[src/rtl/mux4_rr_arbiter.sv]
// Round-robin arbiter in front of a 4:1 bit mux: one-hot grant, mux select, bounded burst hold.
// Optional macro ARB_LOCK_EN adds a lock input that lets the owner suppress the hold timeout.
module mux4_rr_arbiter #(
  parameter int MAX_HOLD = 8,
  parameter int CNT_W    = 4
) (
  input  logic       clk,
  input  logic       reset,
  input  logic [3:0] req,
`ifdef ARB_LOCK_EN
  input  logic       lock,
`endif
  output logic [3:0] grant,
  output logic [1:0] select,
  output logic       busy
);

  typedef enum logic {IDLE, GRANT} state_t;

  localparam bit               HOLD_EN = (MAX_HOLD != 0);
  localparam logic [CNT_W-1:0] LAST    = CNT_W'(MAX_HOLD - 1);

  state_t           state, state_nx;
  logic [CNT_W-1:0] hold_cnt, hold_cnt_nx;
  logic [1:0]       ptr, ptr_nx;
  logic [3:0]       grant_nx;
  logic [1:0]       select_nx;
  logic [2:0]       win_idle, win_rel;
  logic             timeout, release_now;

  // Returns {found, index}: first requester after p, wrapping, p itself checked last.
  function automatic logic [2:0] find_winner(input logic [3:0] r, input logic [1:0] p);
    logic [2:0] res;
    logic [1:0] idx;
    res = 3'b000;
    for (int k = 1; k <= 4; k++) begin
      idx = p + k[1:0];
      if (r[idx] && !res[2]) res = {1'b1, idx};
    end
    return res;
  endfunction

  assign win_idle = find_winner(req, ptr);
  assign win_rel  = find_winner(req, select);

`ifdef ARB_LOCK_EN
  assign timeout = HOLD_EN && (hold_cnt >= LAST) && !(lock && req[select]);
`else
  assign timeout = HOLD_EN && (hold_cnt == LAST);
`endif

  assign release_now = !req[select] || timeout;

  always_comb begin
    state_nx    = state;
    grant_nx    = grant;
    select_nx   = select;
    hold_cnt_nx = hold_cnt;
    ptr_nx      = ptr;
    case (state)
      IDLE: begin
        if (win_idle[2]) begin
          state_nx    = GRANT;
          grant_nx    = 4'b0001 << win_idle[1:0];
          select_nx   = win_idle[1:0];
          hold_cnt_nx = '0;
        end
      end
      GRANT: begin
        if (!release_now) begin
          if (hold_cnt != {CNT_W{1'b1}}) hold_cnt_nx = hold_cnt + CNT_W'(1);
        end else begin
          ptr_nx      = select;
          hold_cnt_nx = '0;
          if (win_rel[2]) begin
            grant_nx  = 4'b0001 << win_rel[1:0];
            select_nx = win_rel[1:0];
          end else begin
            state_nx = IDLE;
            grant_nx = 4'b0000;
          end
        end
      end
      default: begin
        state_nx = IDLE;
        grant_nx = 4'b0000;
      end
    endcase
  end

  // Pointer resets to 3 so requester 0 wins the first search.
  always_ff @(posedge clk or posedge reset) begin
    if (reset) begin
      state    <= IDLE;
      grant    <= 4'b0000;
      select   <= 2'b00;
      hold_cnt <= '0;
      ptr      <= 2'd3;
    end else begin
      state    <= state_nx;
      grant    <= grant_nx;
      select   <= select_nx;
      hold_cnt <= hold_cnt_nx;
      ptr      <= ptr_nx;
    end
  end

  assign busy = |grant;

endmodule

[config.mk]
export PLATFORM = sky130hd
export DESIGN_NAME = mux4_rr_arbiter
export DESIGN_NICKNAME = d
export VERILOG_FILES = /design/src/rtl/mux4_rr_arbiter.sv
export SDC_FILE = /design/constraint.sdc
export NUM_CORES = 1
export LEC_CHECK = 0
export BUFFER_PORTS_ARGS = -buffer_cell sky130_fd_sc_hd__buf_2
export CORE_MARGIN = 2
export CORE_UTILIZATION = 55
export DETAILED_ROUTE_END_ITERATION = 10
export GPL_ROUTABILITY_DRIVEN = 0
export HOLD_SLACK_MARGIN = 0.06
export PLACE_DENSITY = 0.77
export SLEW_MARGIN = 20
export SYNTH_ARGS = -nofsm -noshare
export SYNTH_HDL_FRONTEND = slang
export SYNTH_SLANG_ARGS = --single-unit
[constraint.sdc]
create_clock -name clk -period 1.8 [get_ports clk]
set_input_delay 0.36 -clock clk [delete_from_list [all_inputs] [get_ports clk]]
set_output_delay 0.36 -clock clk [all_outputs]
set_load 0.05 [all_outputs]
==> metrics.txt <==
fin crit period=approximately 1.8 ns; Initial Utilization=between 60% and 70%; Total GRT Usage=roughly 23%; most frequent cell after synthesis=dfrtp_1; Post-synth EDFFs=0; DRC Markers=0; Critical Path AT=1.40 ns; crit-path max cell delay=around 0.5 ns; CP required=around 1.4 ns; FF+latch count, synth=13; RSZ-0062 raised after global routing=yes; Longest Clk Path Bufs=2; crit start category=flop; clk sinks=13; TritonCTS clock tree=built; clock skew=about 0.0048 ns; post-route cell area=1070 µm²; WL final=between 1500 and 2000 µm; initial antenna violation count=0; # setup viols final=0; worst hold slack=just under 0.09 ns; drt pass-1 iters=4; via count=around 800; ant diodes=0; Final Hold Fails=0; Rel. slew slack=~67%; layout cell share with drive strength beyond 1=between 30% and 40%; TritonCTS buffer count=3; Critical Path End Type=primary output; cts repair resizes=0; Syn-to-layout area delta=15.5%; top-area cell type share of the netlist area=roughly 30%; Post-Syn Area=between 900 and 1000 µm²; largest net degree at the start of global routing=14; Slew Limit Fails=0; routed wire length per instance=between 10 and 15 µm; synth cell count leaders=dfrtp_1 (11), a21oi_1 (9), inv_1 (6), nand2_1 (6), nor2_1 (6); Critical Path Slowest Stage Cell=or4_1; outcome=completed; CP Class=flop to primary output; maximum vdd drop=between 1 and 1.5 mV; Max Cap Violations=0; top area cells in the synthesized netlist=dfrtp_1 (30%), dfstp_2 (5.7%), a21oi_1 (4.9%), buf_6 (3.6%), o21a_1 (3.2%); R2R Setup Slk=about 0.060 ns; grt total ovfl=0; Yosys warnings=0; row count=14; # IOs=13; H-tree Lvls=1; Yosys cell types=44; Setup Fix Bufs, Post-CTS=0; Die X=45.1 µm; Final Total Pwr=about 1900 µW; die area=~2000 µm²; Syn Nets=103; Initial DRC Count=20; Slew @ Worst Pin=between 0.4 and 0.5 ns; Worst-path clk slew=0.08 ns; instance count of the mapped netlist=96; Leakage=about 0.00046 µW; Final #Nets=approximately 120; CP cell instances=or4_1 -> buf_4; CP delay by family, top=simple AND/OR/NAND/NOR gates; post-route ant nets=0; sequential-to-total area share from yosys stat=between 30% and 40%; most used flip-flop cell after synthesis=dfrtp_1; core area=between 1500 and 2000 µm²; async set or reset register ratio after synthesis=100%; vias per cell=about 6; IO buf count=12; CP bufs+invs=1; CTS root buf=clkbuf_4; Synth Area per Inst=9.66 µm²; DP HPWL=about 1500 µm; first-pass GRT wire length=around 3300 µm; CP max FO=3; worst skew pair latency=0.27 ns; cell taking the most area after synthesis=dfrtp_1; vias in the first global route=around 770; area post-placement=1040 µm²; Die Ht=about 45 µm; maximum clock rate=roughly 570 MHz; setup TNS=0 ns; fin crit share=between 90 and 100%; pwr dens=about 1800 nW/µm²; post-layout util=69.5%; Hold Crit Class=input port to async pin; number of hold buffers added after CTS=0
==> sequential cells by signal (all words and copies together) (netlist names) <==
register / count
state: 1
grant: 4
ptr: 2
select: 2
hold_cnt: 4
==> per-layer routing <==
| metal | vias to the layer above | GRT usage (%) | part of all wire [%] |
|---|---|---|---|
| li1 | 398 | - | - |
| met1 | 379 | 33.7 | 50 |
| met2 | 20 | 31.1 | 44 |
| met3 | 2 | 9.20 | 5.5 |
| met4 | 0 | 8.24 | 0.52 |
| met5 | - | 0 | 0 |
==> cell families (layout without fill, tap and decap cells) <==
logic type,Yosys count,count (layout),share of synthesized area (%)
AO/OA/AOI/OAI,36,36,29.8
AND/OR/NAND/NOR,30,30,19.2
flip-flops,13,13,35.4
buffers and inverters,11,30,7.29
multiplexers,5,5,7.02
adder cells (fa/ha/maj),1,1,1.35
==> worst reg2reg max path, stage by stage, from the launching register on <==
cell,delay [ns]
dfrtp_2,0.45
mux4_2,0.56
o211ai_2,0.14
o21a_1,0.23
buf_4,0.14
nor2_1,0.04
a21oi_1,0.11
==> cell usage in the layout, fill, tap and decap left out, types with 2 or more instances in the layout <==
master and count:
mux2i_1 2, nand2b_1 3, nor2_4 2, nor2_1 5
inv_1 6, o21ba_2 2, o32a_1 2, dfrtp_1 10
nor3b_1 2, a21oi_1 9, nor2b_1 2, buf_4 9
clkbuf_4 3, dfstp_2 2, o21a_1 4, buf_2 11
nand2_1 6, mux2_2 2, o21ai_0 4
==> final cells by class <==
cell class | instances | area, µm²
Sequential cell | 13 | 329
Tap cell | 16 | 20.0
Timing Repair Buffer | 20 | 123
Multi-Input combinational cell | 72 | 549
Clock buffer | 3 | 22.5
Fill cell | 124 | 470
Inverter | 6 | 22.5
Clock inverter | 1 | 5.00
==> per-stage QoR <==
stage               cells  setup WS (ns)
floorplan              96         -0.107
global placement      127         0.0583
detailed placement    127         0.0237
CTS                   131        0.00694
global route          131        -0.0313
finish                131         0.0354
==> path summary, 6_finish.rpt <==
path | end | cells past startpoint | start
max in group asynchronous | ptr[1]$_DFFE_PP1P_ | 2 | reset
hold / removal | grant[2]$_DFFE_PP0P_ | 2 | reset
min in group clk | grant[2]$_DFFE_PP0P_ | 1 | grant[2]$_DFFE_PP0P_
hold reg to reg | grant[2]$_DFFE_PP0P_ | 1 | grant[2]$_DFFE_PP0P_
setup reg to reg | grant[0]$_DFFE_PP0P_ | 6 | select[1]$_DFFE_PP0P_
setup / recovery | busy | 2 | grant[3]$_DFFE_PP0P_
==> power breakdown <==
part | internal (µW) | switching (µW)
clock | 82.4 | 93.0
combinational | 490 | 680
sequential | 434 | 140
total | 1010 | 914
Power figures use the tool's default switching activity.
